--- src/rtl/arcade_input_pkg.sv ---
// Shared types, joystick/scan-code constants and helpers
// for the arcade cabinet input front end.
package arcade_input_pkg;

    typedef enum logic [1:0] {
        ROT_NONE = 2'd0,
        ROT_CW   = 2'd1,
        ROT_180  = 2'd2,
        ROT_CCW  = 2'd3
    } rot_e;

    typedef enum logic [1:0] {
        SOCD_PASS    = 2'd0,
        SOCD_NEUTRAL = 2'd1,
        SOCD_LAST    = 2'd2,
        SOCD_RSVD    = 2'd3
    } socd_e;

    typedef enum logic [1:0] {
        CS_IDLE  = 2'd0,
        CS_PULSE = 2'd1,
        CS_GAP   = 2'd2
    } coin_state_e;

    localparam int JS_RIGHT = 0;
    localparam int JS_LEFT  = 1;
    localparam int JS_DOWN  = 2;
    localparam int JS_UP    = 3;
    localparam int JS_BTN0  = 4;

    localparam logic [8:0] SC_UP0    = 9'h175;
    localparam logic [8:0] SC_DOWN0  = 9'h172;
    localparam logic [8:0] SC_LEFT0  = 9'h16B;
    localparam logic [8:0] SC_RIGHT0 = 9'h174;
    localparam logic [8:0] SC_SPACE  = 9'h029;
    localparam logic [8:0] SC_CTRL   = 9'h014;
    localparam logic [8:0] SC_ALT    = 9'h011;
    localparam logic [8:0] SC_LSHIFT = 9'h012;
    localparam logic [8:0] SC_Z      = 9'h01A;
    localparam logic [8:0] SC_F1     = 9'h005;
    localparam logic [8:0] SC_5      = 9'h02E;
    localparam logic [8:0] SC_R      = 9'h02D;
    localparam logic [8:0] SC_F      = 9'h02B;
    localparam logic [8:0] SC_D      = 9'h023;
    localparam logic [8:0] SC_G      = 9'h034;
    localparam logic [8:0] SC_A      = 9'h01C;
    localparam logic [8:0] SC_S      = 9'h01B;
    localparam logic [8:0] SC_F2     = 9'h006;
    localparam logic [8:0] SC_6      = 9'h036;

    // One latch bit per mapped key
    localparam int K_UP0    = 0;
    localparam int K_DOWN0  = 1;
    localparam int K_LEFT0  = 2;
    localparam int K_RIGHT0 = 3;
    localparam int K_SPACE  = 4;
    localparam int K_CTRL   = 5;
    localparam int K_ALT    = 6;
    localparam int K_LSHIFT = 7;
    localparam int K_Z      = 8;
    localparam int K_START0 = 9;
    localparam int K_COIN0  = 10;
    localparam int K_UP1    = 11;
    localparam int K_DOWN1  = 12;
    localparam int K_LEFT1  = 13;
    localparam int K_RIGHT1 = 14;
    localparam int K_A      = 15;
    localparam int K_S      = 16;
    localparam int K_START1 = 17;
    localparam int K_COIN1  = 18;
    localparam int NKEYS    = 19;

    typedef logic [NKEYS-1:0] keys_t;

    function automatic keys_t key_hit(input logic [8:0] sc);
        keys_t h;
        h = '0;
        case (sc)
            SC_UP0:    h[K_UP0]    = 1'b1;
            SC_DOWN0:  h[K_DOWN0]  = 1'b1;
            SC_LEFT0:  h[K_LEFT0]  = 1'b1;
            SC_RIGHT0: h[K_RIGHT0] = 1'b1;
            SC_SPACE:  h[K_SPACE]  = 1'b1;
            SC_CTRL:   h[K_CTRL]   = 1'b1;
            SC_ALT:    h[K_ALT]    = 1'b1;
            SC_LSHIFT: h[K_LSHIFT] = 1'b1;
            SC_Z:      h[K_Z]      = 1'b1;
            SC_F1:     h[K_START0] = 1'b1;
            SC_5:      h[K_COIN0]  = 1'b1;
            SC_R:      h[K_UP1]    = 1'b1;
            SC_F:      h[K_DOWN1]  = 1'b1;
            SC_D:      h[K_LEFT1]  = 1'b1;
            SC_G:      h[K_RIGHT1] = 1'b1;
            SC_A:      h[K_A]      = 1'b1;
            SC_S:      h[K_S]      = 1'b1;
            SC_F2:     h[K_START1] = 1'b1;
            SC_6:      h[K_COIN1]  = 1'b1;
            default:   h = '0;
        endcase
        return h;
    endfunction

    // Direction vectors are {right, left, down, up}, up at bit 0
    function automatic logic [3:0] kb_dirs(input keys_t k, input int p);
        logic [3:0] d;
        d = '0;
        if (p == 0) d = {k[K_RIGHT0], k[K_LEFT0], k[K_DOWN0], k[K_UP0]};
        if (p == 1) d = {k[K_RIGHT1], k[K_LEFT1], k[K_DOWN1], k[K_UP1]};
        return d;
    endfunction

    function automatic logic kb_btn(input keys_t k, input int p, input int b);
        logic v;
        v = 1'b0;
        if (p == 0) begin
            case (b)
                0:       v = k[K_SPACE] | k[K_CTRL];
                1:       v = k[K_ALT];
                2:       v = k[K_LSHIFT];
                3:       v = k[K_Z];
                default: v = 1'b0;
            endcase
        end else if (p == 1) begin
            case (b)
                0:       v = k[K_A];
                1:       v = k[K_S];
                default: v = 1'b0;
            endcase
        end
        return v;
    endfunction

    function automatic logic kb_start(input keys_t k, input int p);
        return (p == 0) ? k[K_START0] : (p == 1) ? k[K_START1] : 1'b0;
    endfunction

    function automatic logic kb_coin(input keys_t k, input int p);
        return (p == 0) ? k[K_COIN0] : (p == 1) ? k[K_COIN1] : 1'b0;
    endfunction

    function automatic logic [3:0] rotate_dirs(input rot_e rot, input logic [3:0] d);
        logic [3:0] o;
        o = d;
        unique case (rot)
            ROT_NONE: o = d;
            ROT_CW:   o = {d[0], d[1], d[3], d[2]};
            ROT_180:  o = {d[2], d[3], d[0], d[1]};
            ROT_CCW:  o = {d[1], d[0], d[2], d[3]};
        endcase
        return o;
    endfunction

endpackage

--- src/rtl/arcade_input_mapper_coin_pulser.sv ---
// Per-player coin pulse generator: fixed low time, enforced
// high gap, and a single pending request slot.
module coin_pulser
    import arcade_input_pkg::*;
#(
    parameter int PULSE = 6_000_000,
    parameter int GAP   = 6_000_000
) (
    input  logic clk_sys,
    input  logic RESET_N,
    input  logic req,
    output logic coin_n
);

    localparam int MAXC = (PULSE > GAP) ? PULSE : GAP;
    localparam int CW   = (MAXC > 1) ? $clog2(MAXC) : 1;

    coin_state_e   state_q, state_d;
    logic [CW-1:0] cnt_q, cnt_d;
    logic          pend_q, pend_d;
    logic          req_q;
    logic          rise;

    assign rise = req & ~req_q;

    always_ff @(posedge clk_sys or negedge RESET_N) begin
        if (!RESET_N) begin
            state_q <= CS_IDLE;
            cnt_q   <= '0;
            pend_q  <= 1'b0;
            req_q   <= 1'b0;
        end else begin
            state_q <= state_d;
            cnt_q   <= cnt_d;
            pend_q  <= pend_d;
            req_q   <= req;
        end
    end

    always_comb begin
        state_d = state_q;
        cnt_d   = cnt_q;
        pend_d  = pend_q;
        coin_n  = 1'b1;
        unique case (state_q)
            CS_IDLE: begin
                if (rise) begin
                    state_d = CS_PULSE;
                    cnt_d   = CW'(PULSE - 1);
                end
            end
            CS_PULSE: begin
                coin_n = 1'b0;
                pend_d = pend_q | rise;
                if (cnt_q == '0) begin
                    state_d = CS_GAP;
                    cnt_d   = CW'(GAP - 1);
                end else begin
                    cnt_d = cnt_q - CW'(1);
                end
            end
            CS_GAP: begin
                pend_d = pend_q | rise;
                if (cnt_q == '0) begin
                    // A queued request skips IDLE entirely
                    if (pend_q | rise) begin
                        state_d = CS_PULSE;
                        cnt_d   = CW'(PULSE - 1);
                        pend_d  = 1'b0;
                    end else begin
                        state_d = CS_IDLE;
                    end
                end else begin
                    cnt_d = cnt_q - CW'(1);
                end
            end
            default: begin
                state_d = CS_IDLE;
                pend_d  = 1'b0;
            end
        endcase
    end

endmodule

--- src/rtl/arcade_input_mapper.sv ---
// Merges PS/2 keys and MiSTer joysticks into registered,
// active-low per-player cabinet words with rotation, SOCD and coin.
module arcade_input_mapper
    import arcade_input_pkg::*;
#(
    parameter int NUM_PLAYERS       = 2,
    parameter int NUM_BUTTONS       = 1,
    parameter int COIN_PULSE_CYCLES = 6_000_000,
    parameter int COIN_GAP_CYCLES   = 6_000_000
) (
    input  logic                                   clk_sys,
    input  logic                                   RESET_N,
    input  logic [10:0]                            ps2_key,
    input  logic [16*NUM_PLAYERS-1:0]              joystick,
    input  logic [1:0]                             rotate,
    input  logic [1:0]                             socd,
    input  logic                                   coin_from_start,
    output logic [(NUM_BUTTONS+6)*NUM_PLAYERS-1:0] player_n
);

    localparam int W = NUM_BUTTONS + 6;

    logic                       tog_q;
    logic                       armed_q;
    keys_t                      key_q, key_d;
    keys_t                      hit;
    logic                       kb_evt;
    logic [W*NUM_PLAYERS-1:0]   player_n_q, player_n_d;

    // armed_q keeps the first post-reset toggle sample from being an event
    assign kb_evt = armed_q && (ps2_key[10] != tog_q);
    assign hit    = key_hit(ps2_key[8:0]);

    always_comb begin
        key_d = key_q;
        if (kb_evt) key_d = ps2_key[9] ? (key_q | hit) : (key_q & ~hit);
    end

    always_ff @(posedge clk_sys or negedge RESET_N) begin
        if (!RESET_N) begin
            tog_q      <= 1'b0;
            armed_q    <= 1'b0;
            key_q      <= '0;
            player_n_q <= '1;
        end else begin
            tog_q      <= ps2_key[10];
            armed_q    <= 1'b1;
            key_q      <= key_d;
            player_n_q <= player_n_d;
        end
    end

    assign player_n = player_n_q;

    for (genvar p = 0; p < NUM_PLAYERS; p++) begin : g_pl
        logic [3:0]             dir_m, dir_r, dir_new, dir_c, prev_q;
        logic                   lastv_q, lastv_d, lasth_q, lasth_d;
        logic [NUM_BUTTONS-1:0] btn;
        logic                   start, coin_req, coin_n;

        for (genvar b = 0; b < NUM_BUTTONS; b++) begin : g_btn
            assign btn[b] = joystick[16*p + JS_BTN0 + b] | kb_btn(key_q, p, b);
        end

        assign start    = joystick[16*p + JS_BTN0 + NUM_BUTTONS]
                        | kb_start(key_q, p);
        assign coin_req = joystick[16*p + JS_BTN0 + NUM_BUTTONS + 1]
                        | kb_coin(key_q, p)
                        | (coin_from_start & start);

        assign dir_m = {joystick[16*p + JS_RIGHT], joystick[16*p + JS_LEFT],
                        joystick[16*p + JS_DOWN],  joystick[16*p + JS_UP]}
                     | kb_dirs(key_q, p);
        assign dir_r   = rotate_dirs(rot_e'(rotate), dir_m);
        assign dir_new = dir_r & ~prev_q;

        // lastv: 0 up, 1 down; lasth: 0 left, 1 right
        always_comb begin
            lastv_d = lastv_q;
            lasth_d = lasth_q;
            if (dir_new[0] & dir_new[1]) lastv_d = 1'b0;
            else if (dir_new[1])         lastv_d = 1'b1;
            else if (dir_new[0])         lastv_d = 1'b0;
            if (dir_new[2] & dir_new[3]) lasth_d = 1'b0;
            else if (dir_new[3])         lasth_d = 1'b1;
            else if (dir_new[2])         lasth_d = 1'b0;

            dir_c = dir_r;
            unique case (socd_e'(socd))
                SOCD_NEUTRAL: begin
                    if (dir_r[0] & dir_r[1]) dir_c[1:0] = 2'b00;
                    if (dir_r[2] & dir_r[3]) dir_c[3:2] = 2'b00;
                end
                SOCD_LAST: begin
                    if (dir_r[0] & dir_r[1]) dir_c[1:0] = lastv_d ? 2'b10 : 2'b01;
                    if (dir_r[2] & dir_r[3]) dir_c[3:2] = lasth_d ? 2'b10 : 2'b01;
                end
                SOCD_PASS, SOCD_RSVD: dir_c = dir_r;
            endcase
        end

        always_ff @(posedge clk_sys or negedge RESET_N) begin
            if (!RESET_N) begin
                prev_q  <= '0;
                lastv_q <= 1'b0;
                lasth_q <= 1'b0;
            end else begin
                prev_q  <= dir_r;
                lastv_q <= lastv_d;
                lasth_q <= lasth_d;
            end
        end

        coin_pulser #(
            .PULSE (COIN_PULSE_CYCLES),
            .GAP   (COIN_GAP_CYCLES)
        ) u_coin (
            .clk_sys (clk_sys),
            .RESET_N (RESET_N),
            .req     (coin_req),
            .coin_n  (coin_n)
        );

        assign player_n_d[p*W +: W] = {coin_n, ~start, ~btn, ~dir_c};
    end

endmodule

--- config.mk ---
export PLATFORM = sky130hd
export DESIGN_NAME = arcade_input_mapper
export DESIGN_NICKNAME = d
export VERILOG_FILES = /design/src/rtl/arcade_input_pkg.sv /design/src/rtl/arcade_input_mapper_coin_pulser.sv /design/src/rtl/arcade_input_mapper.sv
export SDC_FILE = /design/constraint.sdc
export NUM_CORES = 1
export LEC_CHECK = 0
export CAP_MARGIN = 25
export CELL_PAD_IN_SITES_DETAIL_PLACEMENT = 1
export CELL_PAD_IN_SITES_GLOBAL_PLACEMENT = 2
export CORE_ASPECT_RATIO = 1.5
export CORE_UTILIZATION = 30
export CTS_CLUSTER_SIZE = 20
export DETAILED_ROUTE_END_ITERATION = 12
export PLACE_DENSITY_LB_ADDON = 0.1
export SLEW_MARGIN = 30
export SYNTH_ARGS = -nofsm -noshare
export SYNTH_HDL_FRONTEND = slang
export SYNTH_SLANG_ARGS = --single-unit
--- constraint.sdc ---
create_clock -name clk_sys -period 3.2 [get_ports clk_sys]
set_input_delay 0.64 -clock clk_sys [delete_from_list [all_inputs] [get_ports clk_sys]]
set_output_delay 0.64 -clock clk_sys [all_outputs]
set_load 0.1 [all_outputs]
Word-level counts from Yosys, hierarchy flattened
Index checks and enable logic that the tools add are counted.

operators by class
  add/sub/neg operators = 2
  equal/unequal tests = 38
  mux-type cells = 74
  bitwise operators = 40
  reductions and logical operators = 14

operators by type and width
  cell                     number
  $mux W23                 8
  $pmux W23 S3             2
  $eq A9 B6 Y1 const B     7
  $eq A9 B5 Y1 const B     6
  $logic_not A23 Y1        2
  $sub A23 B1 Y23 const B  2
  $mux W1                  37
  $eq A9 B9 Y1 const B     4
  $mux W2                  18
  $pmux W4 S4              2
  $pmux W4 S3              2
  $and A19 B19 Y19         1
  $mux W19                 1
  $not A19 Y19             1
  $or A19 B19 Y19          1
  $eq A9 B3 Y1 const B     2
  $not A4 Y4               4
  $and A1 B1 Y1            12
  $eq A2 B2 Y1 const B     6
  $ne A2 B1 Y1 const B     6
  $pmux W2 S3              2
  $reduce_and A3 Y1        4
  $or A1 B1 Y1             11
  $and A4 B4 Y4            2
  10 further kinds         25

storage, ports and cells
  flip-flop bits (word level) = 101
  input port bits = 50
  output and inout port bits = 14
  word-level logic and storage cells = 186

Longest topological paths before layout
Gate-level depths: netlist of run 1.

  word-level depth = 10
  depth in mapped cells = 8
  mapped depth without buffers = 7

Hierarchy
Synthesis of run 1 repeated with hierarchy kept, for this count alone.

second synthesis, totals
  cells, all modules = 559
  area total of the unflattened synthesis = 5642.9 µm²

by module, submodules not included
  module                        instances  cells each  area each (µm²)  seq. area each (µm²)
  arcade_input_mapper           1          194         2235.9           1093.5
  coin_pulser (g_pl[0].u_coin)  1          181         1722.9           675.6
  coin_pulser (g_pl[1].u_coin)  1          184         1684.1           675.6

Worst setup path after synthesis of run 1
Ideal clock, no wire load.

  path kind = in2reg
  start = input ps2_key[8]
  end = register (tool-made name)
  library setup time = 0.125 ns
  data arrival time = 2.190 ns
  required time = 3.075 ns
  setup slack = 0.886 ns
  stages = 5
  buffers on the path = 0
  path through = or2_2 -> or4_1 -> nor4b_1 -> nor2b_1 -> mux2_2

RTL lines
  item                line                       text
  start: declaration  arcade_input_mapper.sv:13  input logic [10:0] ps2_key,

Worst setup path after layout of run 1
  start = register g_pl[0].u_coin.cnt_q[0]
  end = register g_pl[0].u_coin.cnt_q[10]

on the way
  longest elaborated chain between the ends = 3
  elaborated cells on any way between the ends = 7
  those cells by class = add/sub (1); eq/ne (1); mux (3); reduce/logical (2)

ends and longest elaborated chain
  item                                                  line                                   text
  start: declaration                                    arcade_input_mapper_coin_pulser.sv:19  logic [CW-1:0] cnt_q, cnt_d;
  start signal: assignment                              arcade_input_mapper_coin_pulser.sv:34  cnt_q <= cnt_d;
  $sub A23 B1 Y23 or $logic_not A23 Y1 (tied branches)  -
  $mux W23 (tied with other cells)                      arcade_input_mapper_coin_pulser.sv:64  if (cnt_q == '0) begin
  $pmux W23 S3 or $reduce_and A3 Y1 (tied branches)     -

Several ways; a longest one is shown, not always the timed one.
A chain may end at the register's enable or synchronous reset.

==> summary.md, run 1 <==
| Metric | Value |
|---|---|
| Outcome | finished, final reports clean |
| Depth of the critical timing path with buffers and inverters included | 9 |
| Number of hold buffers added after CTS | 0 |
| Die height | 169 um |
| EDFF count, synth | 0 |
| Type of the worst min-delay path | input pin to asynchronous set/reset pin |
| Sum of routed wire length over all layers | 16.1 mm |
| Aggregate global routing overflow | 0 |
| Final min period | 2.56 ns |
| Remaining antenna violation count | 0 |
| Worst r2r path cells | 9 |
| Number of distinct standard cells referenced by the synthesized netlist | 76 |
| Fraction of the yosys area taken by sequential cells | 44.0% |
| Final Core Density | 36.9% |
| Clock-pin slew on the worst setup and hold paths | 0.07 ns |
| Placed cell areas | 6330 sq um |
| Slew at the pin closest to its max-slew limit | 0.652 ns |
| First-pass iteration count of the detailed router | 4 |
| Worst setup skew after layout | 0.00711 ns |
| Cell area after synthesis | 5560 sq um |
| Effective utilization at floorplan | 30.9% |
| Adder-Cell Fraction of Synth Area | 3.15% |
| Unrepaired setup endpoints after global routing | false |
| Vias in the first global route | 5133 |
| Later-pin clock latency in the skew report | 0.36 ns |
| Final Total Pwr | 4.07 mW |
| Mean area per synthesized cell | 9.79 sq um |
| Final setup slack of the worst path | 0.635 ns |
| Portion of the clock cycle consumed by the worst path in the final layout | 80.1% |
| Rows | 60 |
| Series of cell instances along the critical path | inv_1, ha_1, nor3b_1, nand3_1, buf_4, or4_1, nand2_1, buf_4, o31ai_1 |
| CTS HTree Levels | 3 |
| Async set-reset flop share out of synthesis | 100% |
| Top cell by count, worst path | sky130_fd_sc_hd__buf_4 |
| Number of remaining DRC errors | 0 |
| Worst stage delay on the critical path | 0.58 ns |
| Post-route insts no fill | 847 |
| Delay-heaviest family, CP | simple AND/OR/NAND/NOR gates |
| Hold_ws | 0.304 ns |
| Leakage Power | 2.62 nW |
| Post-synthesis simple-gate area fraction | 22.6% |
| Horizontal die dimension | 113 um |
| Maximum clock path buffer count | 2 |
| Placed instance count | 831 |
| Area leader, netlist | sky130_fd_sc_hd__dfrtp_1 |
| Weighted congestion at the end of routability-driven global placement | 0.765 |
| Hold violation count in the final report | 0 |
| Number of instances in the synthesized netlist | 568 |
| Register bit total from synthesis | 97 |
| Category of the worst setup path capture point | flip-flop |
| Most frequent cells in the layout | sky130_fd_sc_hd__dfrtp_1, sky130_fd_sc_hd__nor2_1, sky130_fd_sc_hd__inv_1 |
| Area contributors post-synth | sky130_fd_sc_hd__dfrtp_1, sky130_fd_sc_hd__dfstp_2, sky130_fd_sc_hd__nor2_1 |
| Crit Path Max Fanout | 6 |
| Number of warnings reported in the yosys synthesis log | 0 |
| Number of max-cap violations | 0 |
| VDD IR-drop max | 255 uV |
| Vias after detailed routing | 4797 |
| Critical path's slowest cell | sky130_fd_sc_hd__or4_1 |
| Max transition margin | 56.2% |
| Post-detailed-route wirelength per cell | 18.9 um |
| Buffer count from post-CTS setup fixing | 0 |
| PostCTS Resize Cnt | 0 |
| Clock Root Buffer | sky130_fd_sc_hd__clkbuf_16 |
| Nets | 689 |
| Required @ worst endpoint | 3.43 ns |
| Final setup violation count | 0 |
| Non-Filler Cell Area, Final | 6640 sq um |
| Number of DRC markers in iteration 0 | 147 |
| Cts bufs inserted | 9 |
| Fraction of synthesized area in multiplexers | 6.48% |
| GRT Total Usage | 17.9% |
| Net count after synthesis | 632 |
| Max Fclk | 390 MHz |
| Standard cell core area | 18000 sq um |
| Critical Path Source Type | flip-flop |
| Wire length of the first global-routing pass | 26.5 mm |
| Number of buffers and inverters on the critical path | 3 |
| Crit Path Class | flip-flop to flip-flop |
| Number of slew-limit violations in the final report | 0 |
| Yosys top cell area share | 37.4% |
| Power per Cell Area | 612 nW/um^2 |
| Maximum number of pins on one net before global-route repair | 52 |
| Antenna violations before repair | 0 |
| Diode count | 0 |
| Xor-xnor portion of the synthesized cell area | 0.158% |
| Area growth from synthesis to layout | 19.5% |
| Compound-cell area share of the yosys netlist | 19.0% |
| Fraction of layout instances using a drive strength above 1 | 17.9% |
| Average vias per placed instance | 5.66 |
| Die area | 19100 sq um |
| Primary flip-flop cell chosen by synthesis mapping | sky130_fd_sc_hd__dfrtp_1 |
| Combinational family with the most area after synthesis | simple AND/OR/NAND/NOR gates |
| Count of input and output buffers | 45 |
| Arrival time of data at the critical path endpoint | 2.79 ns |
| Half-perimeter wire length of the detailed placement result | 12.1 mm |
| Most frequent standard cell in the layout excluding fill and tap cells | sky130_fd_sc_hd__dfrtp_1 |
| Setup slack at placement | 0.178 ns |
| Sinks on Clock Net | 97 |
| Number of ports placed on the die boundary | 64 |
| CTS tree | done |
| Total negative slack for setup checks | 0 ns |
## cell families after synthesis
group                      count (synthesis)
AOI/OAI and AO/OA                        145
xor gates and xnor gates                   1
adders and majority gates                 14
buffers and inverters                     62
DFF                                       97
muxes                                     24
other                                      1
and+or+nand+nor                          224
## worst reg2reg max path, stage by stage (launching register included)
cell	delay, ns
sky130_fd_sc_hd__dfrtp_1	0.41
sky130_fd_sc_hd__inv_1	0.13
sky130_fd_sc_hd__ha_1	0.16
sky130_fd_sc_hd__nor3b_1	0.27
sky130_fd_sc_hd__nand3_1	0.23
sky130_fd_sc_hd__buf_4	0.22
sky130_fd_sc_hd__or4_1	0.58
sky130_fd_sc_hd__nand2_1	0.17
sky130_fd_sc_hd__buf_4	0.18
sky130_fd_sc_hd__o31ai_1	0.08
## metal layers
| metal | global-route usage (%) | vias up | wire [um] |
|---|---|---|---|
| met3 | 1.72 | 21 | 208 |
| li1 | - | 2260 | - |
| met2 | 33.6 | 45 | 8780 |
| met5 | 0 | - | 0 |
| met4 | 7.78 | 0 | 365 |
| met1 | 20.3 | 2471 | 6700 |
## power by group
group | switching, mW | leakage (nW) | internal (mW) | total (mW)
Clock | 0.534 | 0.153 | 0.623 | 1.16
Sequential | 0.109 | 1.11 | 1.37 | 1.48
Combinational | 0.952 | 1.36 | 0.479 | 1.43
Total | 1.59 | 2.62 | 2.47 | 4.07
## cells in the mapped netlist (6+ instances only)
cell / n
sky130_fd_sc_hd__o211ai_1: 15
sky130_fd_sc_hd__inv_1: 40
sky130_fd_sc_hd__nor2b_1: 7
sky130_fd_sc_hd__dfstp_2: 14
sky130_fd_sc_hd__a21oi_1: 29
sky130_fd_sc_hd__o21ai_0: 13
sky130_fd_sc_hd__nor2_1: 49
sky130_fd_sc_hd__nor3_1: 23
sky130_fd_sc_hd__a21o_1: 7
sky130_fd_sc_hd__o221ai_1: 9
sky130_fd_sc_hd__nand4_1: 6
sky130_fd_sc_hd__mux4_2: 8
sky130_fd_sc_hd__or4_1: 11
sky130_fd_sc_hd__nor4_1: 18
sky130_fd_sc_hd__ha_1: 14
sky130_fd_sc_hd__nor4b_1: 7
sky130_fd_sc_hd__mux2_2: 16
sky130_fd_sc_hd__nand3_1: 23
sky130_fd_sc_hd__nand2_1: 34
sky130_fd_sc_hd__clkbuf_1: 15
sky130_fd_sc_hd__o31ai_1: 15
sky130_fd_sc_hd__dfrtp_1: 83
## area by class of cell
class / instances / area, sq um
Multi-Input combinational cell: 409 / 2870
Fill cell: 2031 / 11400
Inverter: 40 / 150
Clock inverter: 7 / 81.3
Clock buffer: 9 / 225
Tap cell: 217 / 272
Timing Repair Buffer: 68 / 598
Sequential cell: 97 / 2440
## path summary, 6_finish.rpt
kind / from / endpoint / slack [ns]
worst max-delay path: g_pl[0].u_coin.cnt_q[0] / g_pl[0].u_coin.cnt_q[10] / 0.64
worst min-delay path: RESET_N / g_pl[1].u_coin.cnt_q[7] / 0.30
worst max register to register: g_pl[0].u_coin.cnt_q[0] / g_pl[0].u_coin.cnt_q[10] / 0.64
worst min register to register: flip-flop / player_n[4] / 0.39
max in group asynchronous: RESET_N / player_n[4] / 2.12
min in group clk_sys: flip-flop / player_n[4] / 0.39
No activity file was read; power rests on OpenSTA's default activity.
==> inputs of run 2 (changes only) <==
==> constraint.sdc (replaced) <==
create_clock -name clk_sys -period 2.6 [get_ports clk_sys]
set_input_delay 0.52 -clock clk_sys [delete_from_list [all_inputs] [get_ports clk_sys]]
set_output_delay 0.52 -clock clk_sys [all_outputs]
set_load 0.1 [all_outputs]
==> run 2 against run 1 <==
Effect of this change:
- worst setup slack got worse by 0.51 ns
- hold slack improved by 0.084 ns
- sequential power increased by 20%
- sequential cell count unchanged
- combinational power increased by 49%
- first-iteration DRC count increased by 63%
- fmax increased by 3.6%
- via count increased by 4.8%
- sequential share of layout area decreased by 2.6 points
- non-clock buffer count increased by 62
- clock power increased by 18%
- critical path type unchanged
- largest power group is now combinational cells
==> summary.md, run 2 (same netlist as run 1, synthesis figures left out) <==
| Metric | Value |
|---|---|
| Number of remaining DRC errors | 0 (unchanged) |
| Standard cell core area | 18000 sq um (unchanged) |
| Cts bufs inserted | 9 (unchanged) |
| Sum of routed wire length over all layers | 17.0 mm (+5.7%) |
| Leakage Power | 2.91 nW (+11%) |
| Hold_ws | 0.388 ns (+0.0840 ns) |
| Horizontal die dimension | 113 um (unchanged) |
| Crit path from | g_pl[1].u_coin.cnt_q[0] |
| Wire length of the first global-routing pass | 27.9 mm (+5.1%) |
| Maximum number of pins on one net before global-route repair | 59 (+13%) |
| Sequential share of power | 33.7% (-2.7 points) |
| First-pass iteration count of the detailed router | 4 (unchanged) |
| Slew at the pin closest to its max-slew limit | 0.706 ns (+0.0541 ns) |
| Half-perimeter wire length of the detailed placement result | 13.2 mm (+8.9%) |
| Type of the worst min-delay path | flip-flop to flip-flop |
| Max transition margin | 52.5% (-3.8 points) |
| CTS HTree Levels | 3 (unchanged) |
| Sw Ratio | 39.4% (+0.21 points) |
| Final setup violation count | 0 (unchanged) |
| Vias in the first global route | 5362 (+4.5%) |
| Rows | 60 (unchanged) |
| Hold violation count in the final report | 0 (unchanged) |
| Hold-critical path depth | 1 |
| Post-detailed-route wirelength per cell | 18.7 um (-1.5%) |
| Setup slack of the most critical reg-to-reg path | 0.12 ns (-0.51 ns) |
| Sinks on Clock Net | 97 (unchanged) |
| Category of the worst setup path capture point | flip-flop |
| Vias after detailed routing | 5028 (+4.8%) |
| Share of total power in the clock network | 25.9% (-2.5 points) |
| Average vias per placed instance | 5.53 (-2.3%) |
| Die area | 19100 sq um (unchanged) |
| Portion of the clock cycle consumed by the worst path in the final layout | 95.2% (+15 points) |
| Internal power component | 3.20 mW (+29%) |
| Sw Pwr | 2.08 mW (+30%) |
| Non-Filler Cell Area, Final | 7150 sq um (+7.6%) |
| Aggregate global routing overflow | 0 (unchanged) |
| Unrepaired setup endpoints after global routing | false |
| GRT Total Usage | 18.7% (+0.82 points) |
| Weighted congestion at the end of routability-driven global placement | 0.803 (+5.0%) |
| Reg-to-reg endpoint | g_pl[1].u_coin.cnt_q[0] |
| Nets | 751 (+9.0%) |
| Number of max-cap violations | 0 (unchanged) |
| Crit Path Max Fanout | 5 (-1) |
| Worst r2r path cells | 8 (-1) |
| Later-pin clock latency in the skew report | 0.36 ns (about the same) |
| Count of input and output buffers | 45 (unchanged) |
| Reg-to-Reg Start | g_pl[1].u_coin.cnt_q[0] |
| CTS tree | done |
| Fraction of power consumed by combinational cells | 40.3% (+5.1 points) |
| Placed cell areas | 6800 sq um (+7.5%) |
| Power per Cell Area | 738 nW/um^2 (+21%) |
| Clock-pin slew on the worst setup and hold paths | 0.08 ns (about the same) |
| Critical Path Source Type | flip-flop |
| Arrival time of data at the critical path endpoint | 2.73 ns (-0.06 ns) |
| Number of slew-limit violations in the final report | 0 (unchanged) |
| Required @ worst endpoint | 2.85 ns (-0.58 ns) |
| Fraction of layout instances using a drive strength above 1 | 25.6% (+7.6 points) |
| Maximum clock path buffer count | 2 (unchanged) |
| Number of ports placed on the die boundary | 64 (unchanged) |
| Clock Root Buffer | sky130_fd_sc_hd__clkbuf_16 |
| Diode count | 0 (unchanged) |
| VDD IR-drop max | 387 uV (+52%) |
| Effective utilization at floorplan | 30.9% (unchanged) |
| Antenna violations before repair | 0 (unchanged) |
| Number of DRC markers in iteration 0 | 240 (+63%) |
| Most frequent standard cell in the layout excluding fill and tap cells | sky130_fd_sc_hd__buf_4 |
| Remaining antenna violation count | 0 (unchanged) |
| Die height | 169 um (unchanged) |
| Area growth from synthesis to layout | 28.6% |
| Final min period | 2.48 ns (-0.0885 ns) |
| Most frequent cells in the layout | sky130_fd_sc_hd__buf_4, sky130_fd_sc_hd__dfrtp_1, sky130_fd_sc_hd__nor2_1 |
| Crit Path Class | flip-flop to flip-flop |
| Worst setup skew after layout | 0.00649 ns (-0.000619 ns) |
| Outcome | finished, final reports clean |
| Endpoint, Worst Hold | player_n[4] |
| Max Fclk | 404 MHz (+3.6%) |
## run 2: area by class of cell
type | instances | area [sq um]
clock buffers | 9 | 225
clock inverters | 7 | 72.6
fillers | 2044 | 10900
inverters | 40 | 150
multi-input cells | 409 | 2900
flip-flops and latches | 97 | 2440
well taps | 217 | 272
repair buffers | 130 | 1090
## run 2: worst max-delay path: stages, from the launching register on
cell	delay, ns
sky130_fd_sc_hd__dfrtp_1	0.39
sky130_fd_sc_hd__inv_1	0.09
sky130_fd_sc_hd__ha_1	0.21
sky130_fd_sc_hd__or4b_1	0.45
sky130_fd_sc_hd__or4_4	0.48
sky130_fd_sc_hd__nor4_4	0.22
sky130_fd_sc_hd__buf_4	0.19
sky130_fd_sc_hd__nor2_2	0.07
sky130_fd_sc_hd__mux2_2	0.26
## run 2: worst max path at each step
| stage | cells past startpoint | slack, ns | to |
|---|---|---|---|
| 6_report | 8 | 0.12 | g_pl[1].u_coin.cnt_q[0] |
| 2_1_floorplan | 5 | 0.30 | g_pl[1].u_coin.cnt_q[0] |
| 3_5_place_dp | 8 | -0.33 | g_pl[0].u_coin.cnt_q[18] |
| 3_3_place_gp | 8 | -0.20 | g_pl[0].u_coin.cnt_q[18] |
| 4_1_cts | 7 | -0.008 | g_pl[0].u_coin.cnt_q[4] |
| 5_1_grt | 7 | 0.005 | g_pl[1].u_coin.cnt_q[18] |
## run 2: what timing repair did
action | in CTS | in global routing
endpoints found under the hold margin | 9 | 0
gates cloned | 0 | 0
setup endpoints to repair | 4 | 26
hold buffers | 1 | 0
buffers inserted | 0 | 1
resized for setup | 1 | 4
pin swaps | 0 | 1
## run 2: per-stage QoR
stage / power, mW / cells / util (%) / TNS [ns] / worst slack [ns]
floorplan: 3.06 / 568 / - / 0 / 0.299
global placement: 3.90 / 891 / 37.8 / -2.13 / -0.199
detailed placement: 3.94 / 891 / 37.8 / -3.79 / -0.333
CTS: 5.35 / 908 / 39.5 / -0.00800 / -0.00800
global route: 5.59 / 909 / 39.7 / 0 / 0.00464
finish: 5.28 / 909 / 39.7 / 0 / 0.124
## run 2: routing by layer
layer,global-route usage [%],routed length (um),up-vias,part of all wire (%)
met5,0,0,-,0
met2,35.3,9380,58,55
met4,7.04,362,0,2.1
met3,2.26,305,25,1.8
met1,21.2,6920,2557,41
li1,-,-,2388,-
## run 2: power by group through the flow
stage	logic, mW	clock network, mW	registers, mW
3_5_place_dp	2.13	0	1.81
2_1_floorplan	0.994	0	2.07
5_1_grt	2.32	1.47	1.80
3_3_place_gp	2.09	0	1.80
6_report	2.13	1.37	1.78
4_1_cts	2.14	1.43	1.78
==> inputs of run 3 (changes only) <==
--- a/config.mk
+++ b/config.mk
@@ -13,6 +13,7 @@
 export CTS_CLUSTER_SIZE = 20
 export DETAILED_ROUTE_END_ITERATION = 12
 export PLACE_DENSITY_LB_ADDON = 0.1
+export RECOVER_POWER = 25
 export SLEW_MARGIN = 30
 export SYNTH_ARGS = -nofsm -noshare
 export SYNTH_HDL_FRONTEND = slang
==> constraint.sdc (replaced) <==
create_clock -name clk_sys -period 2.5 [get_ports clk_sys]
set_input_delay 0.5 -clock clk_sys [delete_from_list [all_inputs] [get_ports clk_sys]]
set_output_delay 0.5 -clock clk_sys [all_outputs]
set_load 0.1 [all_outputs]
==> run 3 against run 2 <==
Effect of this change:
- hold slack worse by 0.074 ns
- sequential power up 6%
- worst setup slack got worse by 0.050 ns
- first-iteration DRC count fell by 21%
==> summary.md, run 3 (same netlist as run 1, synthesis figures left out) <==
| Metric | Value |
|---|---|
| Outcome | finished, final reports clean |
| Horizontal die dimension | 113 um (unchanged) |
| Type of the worst min-delay path | input pin to asynchronous set/reset pin |
| Required @ worst endpoint | 2.73 ns (-0.12 ns) |
| Later-pin clock latency in the skew report | 0.36 ns (about the same) |
| Worst r2r path cells | 8 (unchanged) |
| Fraction of power consumed by combinational cells | 38.1% (-2.2 points) |
| Cts bufs inserted | 9 (unchanged) |
| Sw Pwr | 2.07 mW (-0.57%) |
| Internal power component | 3.47 mW (+8.5%) |
| Crit Path Max Fanout | 4 (-1) |
| Number of remaining DRC errors | 0 (unchanged) |
| Vias after detailed routing | 4892 (-2.7%) |
| Post-detailed-route wirelength per cell | 18.3 um (-2.1%) |
| Aggregate global routing overflow | 0 (unchanged) |
| CTS tree | done |
| Fraction of layout instances using a drive strength above 1 | 24.8% (-0.80 points) |
| Number of slew-limit violations in the final report | 0 (unchanged) |
| Most frequent standard cell in the layout excluding fill and tap cells | sky130_fd_sc_hd__buf_4 |
| Effective utilization at floorplan | 30.9% (unchanged) |
| Final Total Pwr | 5.54 mW (+4.9%) |
| Maximum clock path buffer count | 2 (unchanged) |
| VDD IR-drop max | 416 uV (+7.6%) |
| Standard cell core area | 18000 sq um (unchanged) |
| Area growth from synthesis to layout | 27.6% |
| Unrepaired setup endpoints after global routing | true |
| Die height | 169 um (unchanged) |
| Final setup violation count | 0 (unchanged) |
| Diode count | 0 (unchanged) |
| Arrival time of data at the critical path endpoint | 2.65 ns (-0.08 ns) |
| Setup slack of the most critical reg-to-reg path | 0.07 ns (-0.05 ns) |
| Hold_ws | 0.314 ns (-0.0740 ns) |
| Share of total power in the clock network | 27.9% (+2.0 points) |
| Max transition margin | 28.7% (-24 points) |
| Clock Root Buffer | sky130_fd_sc_hd__clkbuf_16 |
| Sw Ratio | 37.3% (-2.1 points) |
| Reg-to-Reg Start | g_pl[1].u_coin.cnt_q[0] |
| Die area | 19100 sq um (unchanged) |
| Wire length of the first global-routing pass | 27.4 mm (-1.7%) |
| Sequential share of power | 34.0% (+0.3 points) |
| Number of hold buffers added after CTS | 0 (-1) |
| Reg-to-reg endpoint | g_pl[1].u_coin.cnt_q[14] |
| Max Fclk | 412 MHz (+2.1%) |
| GRT Total Usage | 18.6% (-0.057 points) |
| Leakage Power | 2.88 nW (-0.98%) |
| Critical Path Source Type | flip-flop |
| Sum of routed wire length over all layers | 16.5 mm (-2.8%) |
| Number of max-cap violations | 0 (unchanged) |
| Antenna violations before repair | 0 (unchanged) |
| Weighted congestion at the end of routability-driven global placement | 0.787 (-2.1%) |
| Hold violation count in the final report | 0 (unchanged) |
| Number of DRC markers in iteration 0 | 190 (-21%) |
| Vias in the first global route | 5256 (-2.0%) |
| Maximum number of pins on one net before global-route repair | 40 (-32%) |
| Clock-pin slew on the worst setup and hold paths | 0.07 ns (about the same) |
| Average vias per placed instance | 5.42 (-2.1%) |
| First-pass iteration count of the detailed router | 5 (+1) |
| CTS HTree Levels | 3 (unchanged) |
| Rows | 60 (unchanged) |
| Worst setup skew after layout | 0.0121 ns (+0.00565 ns) |
| Count of input and output buffers | 45 (unchanged) |
| Slew at the pin closest to its max-slew limit | 1.07 ns (+0.364 ns) |
| Nets | 745 (-0.80%) |
| Final min period | 2.43 ns (-0.0505 ns) |
| Remaining antenna violation count | 0 (unchanged) |
| Sinks on Clock Net | 97 (unchanged) |
| Crit Path Class | flip-flop to flip-flop |
| Power per Cell Area | 781 nW/um^2 (+5.8%) |
| Number of ports placed on the die boundary | 64 (unchanged) |
| Portion of the clock cycle consumed by the worst path in the final layout | 97.0% (+1.8 points) |
| Half-perimeter wire length of the detailed placement result | 13.0 mm (-1.3%) |
| Category of the worst setup path capture point | flip-flop |
| Total negative slack for setup checks | 0 ns (unchanged) |
| Most frequent cells in the layout | sky130_fd_sc_hd__buf_4, sky130_fd_sc_hd__dfrtp_1, sky130_fd_sc_hd__nor2_1 |
[run 3: what timing repair did]
item	in CTS	in global routing
setup endpoints to repair	0	6
buffers inserted	0	0
hold endpoints to repair	0	0
resized for setup	0	3
[run 3: worst max-delay path by stage]
stage / slack, ns / endpoint / start / cells after the start
3_5_place_dp: -0.21 / flip-flop / ps2_key[8] / 6
4_1_cts: 0.07 / g_pl[1].u_coin.cnt_q[14] / g_pl[1].u_coin.cnt_q[0] / 8
2_1_floorplan: 0.20 / g_pl[1].u_coin.cnt_q[0] / g_pl[1].u_coin.cnt_q[4] / 5
3_3_place_gp: -0.18 / flip-flop / ps2_key[8] / 6
5_1_grt: -0.03 / g_pl[1].u_coin.cnt_q[14] / g_pl[1].u_coin.cnt_q[0] / 8
6_report: 0.07 / g_pl[1].u_coin.cnt_q[14] / g_pl[1].u_coin.cnt_q[0] / 8
[run 3: through the flow]
step           area [sq um]  utilization [%]  instances  setup WS [ns]
2_1_floorplan          5560                -        568          0.199
3_3_place_gp           6770             37.6        887         -0.175
3_5_place_dp           6770             37.6        887         -0.211
4_1_cts                7100             39.4        903         0.0677
5_1_grt                7090             39.4        903        -0.0302
6_report               7090             39.4        903         0.0744
[run 3: power by group through the flow]
stage          Clock, mW  Sequential, mW  Combinational [mW]
6_report            1.55            1.88                2.11
3_3_place_gp           0            1.91                2.09
3_5_place_dp           0            1.92                2.13
2_1_floorplan          0            2.15                1.03
5_1_grt             1.67            1.91                2.29
4_1_cts             1.61            1.89                2.13
[run 3: layout make-up]
| type | count | area [sq um] |
|---|---|---|
| Fill cell | 2073 | 10900 |
| Clock buffer | 11 | 233 |
| Tap cell | 217 | 272 |
| Sequential cell | 97 | 2440 |
| Inverter | 40 | 150 |
| Multi-Input combinational cell | 409 | 2880 |
| Timing Repair Buffer | 124 | 1030 |
| Clock inverter | 5 | 88.8 |
[run 3: critical path, stage by stage (launching register included)]
cell,delay (ns)
sky130_fd_sc_hd__dfrtp_1,0.38
sky130_fd_sc_hd__inv_1,0.08
sky130_fd_sc_hd__ha_2,0.19
sky130_fd_sc_hd__or4b_1,0.45
sky130_fd_sc_hd__or4_4,0.48
sky130_fd_sc_hd__or2_4,0.26
sky130_fd_sc_hd__buf_4,0.15
sky130_fd_sc_hd__o211ai_1,0.17
sky130_fd_sc_hd__a31oi_1,0.13
[run 3: routing by layer]
layer | vias to the layer above | track usage (%) | part of all wire, %
met5 | - | 0 | 0
met4 | 0 | 7.61 | 2.4
met3 | 19 | 2.90 | 1.8
met2 | 46 | 34.3 | 55
met1 | 2443 | 21.3 | 41
li1 | 2384 | - | -
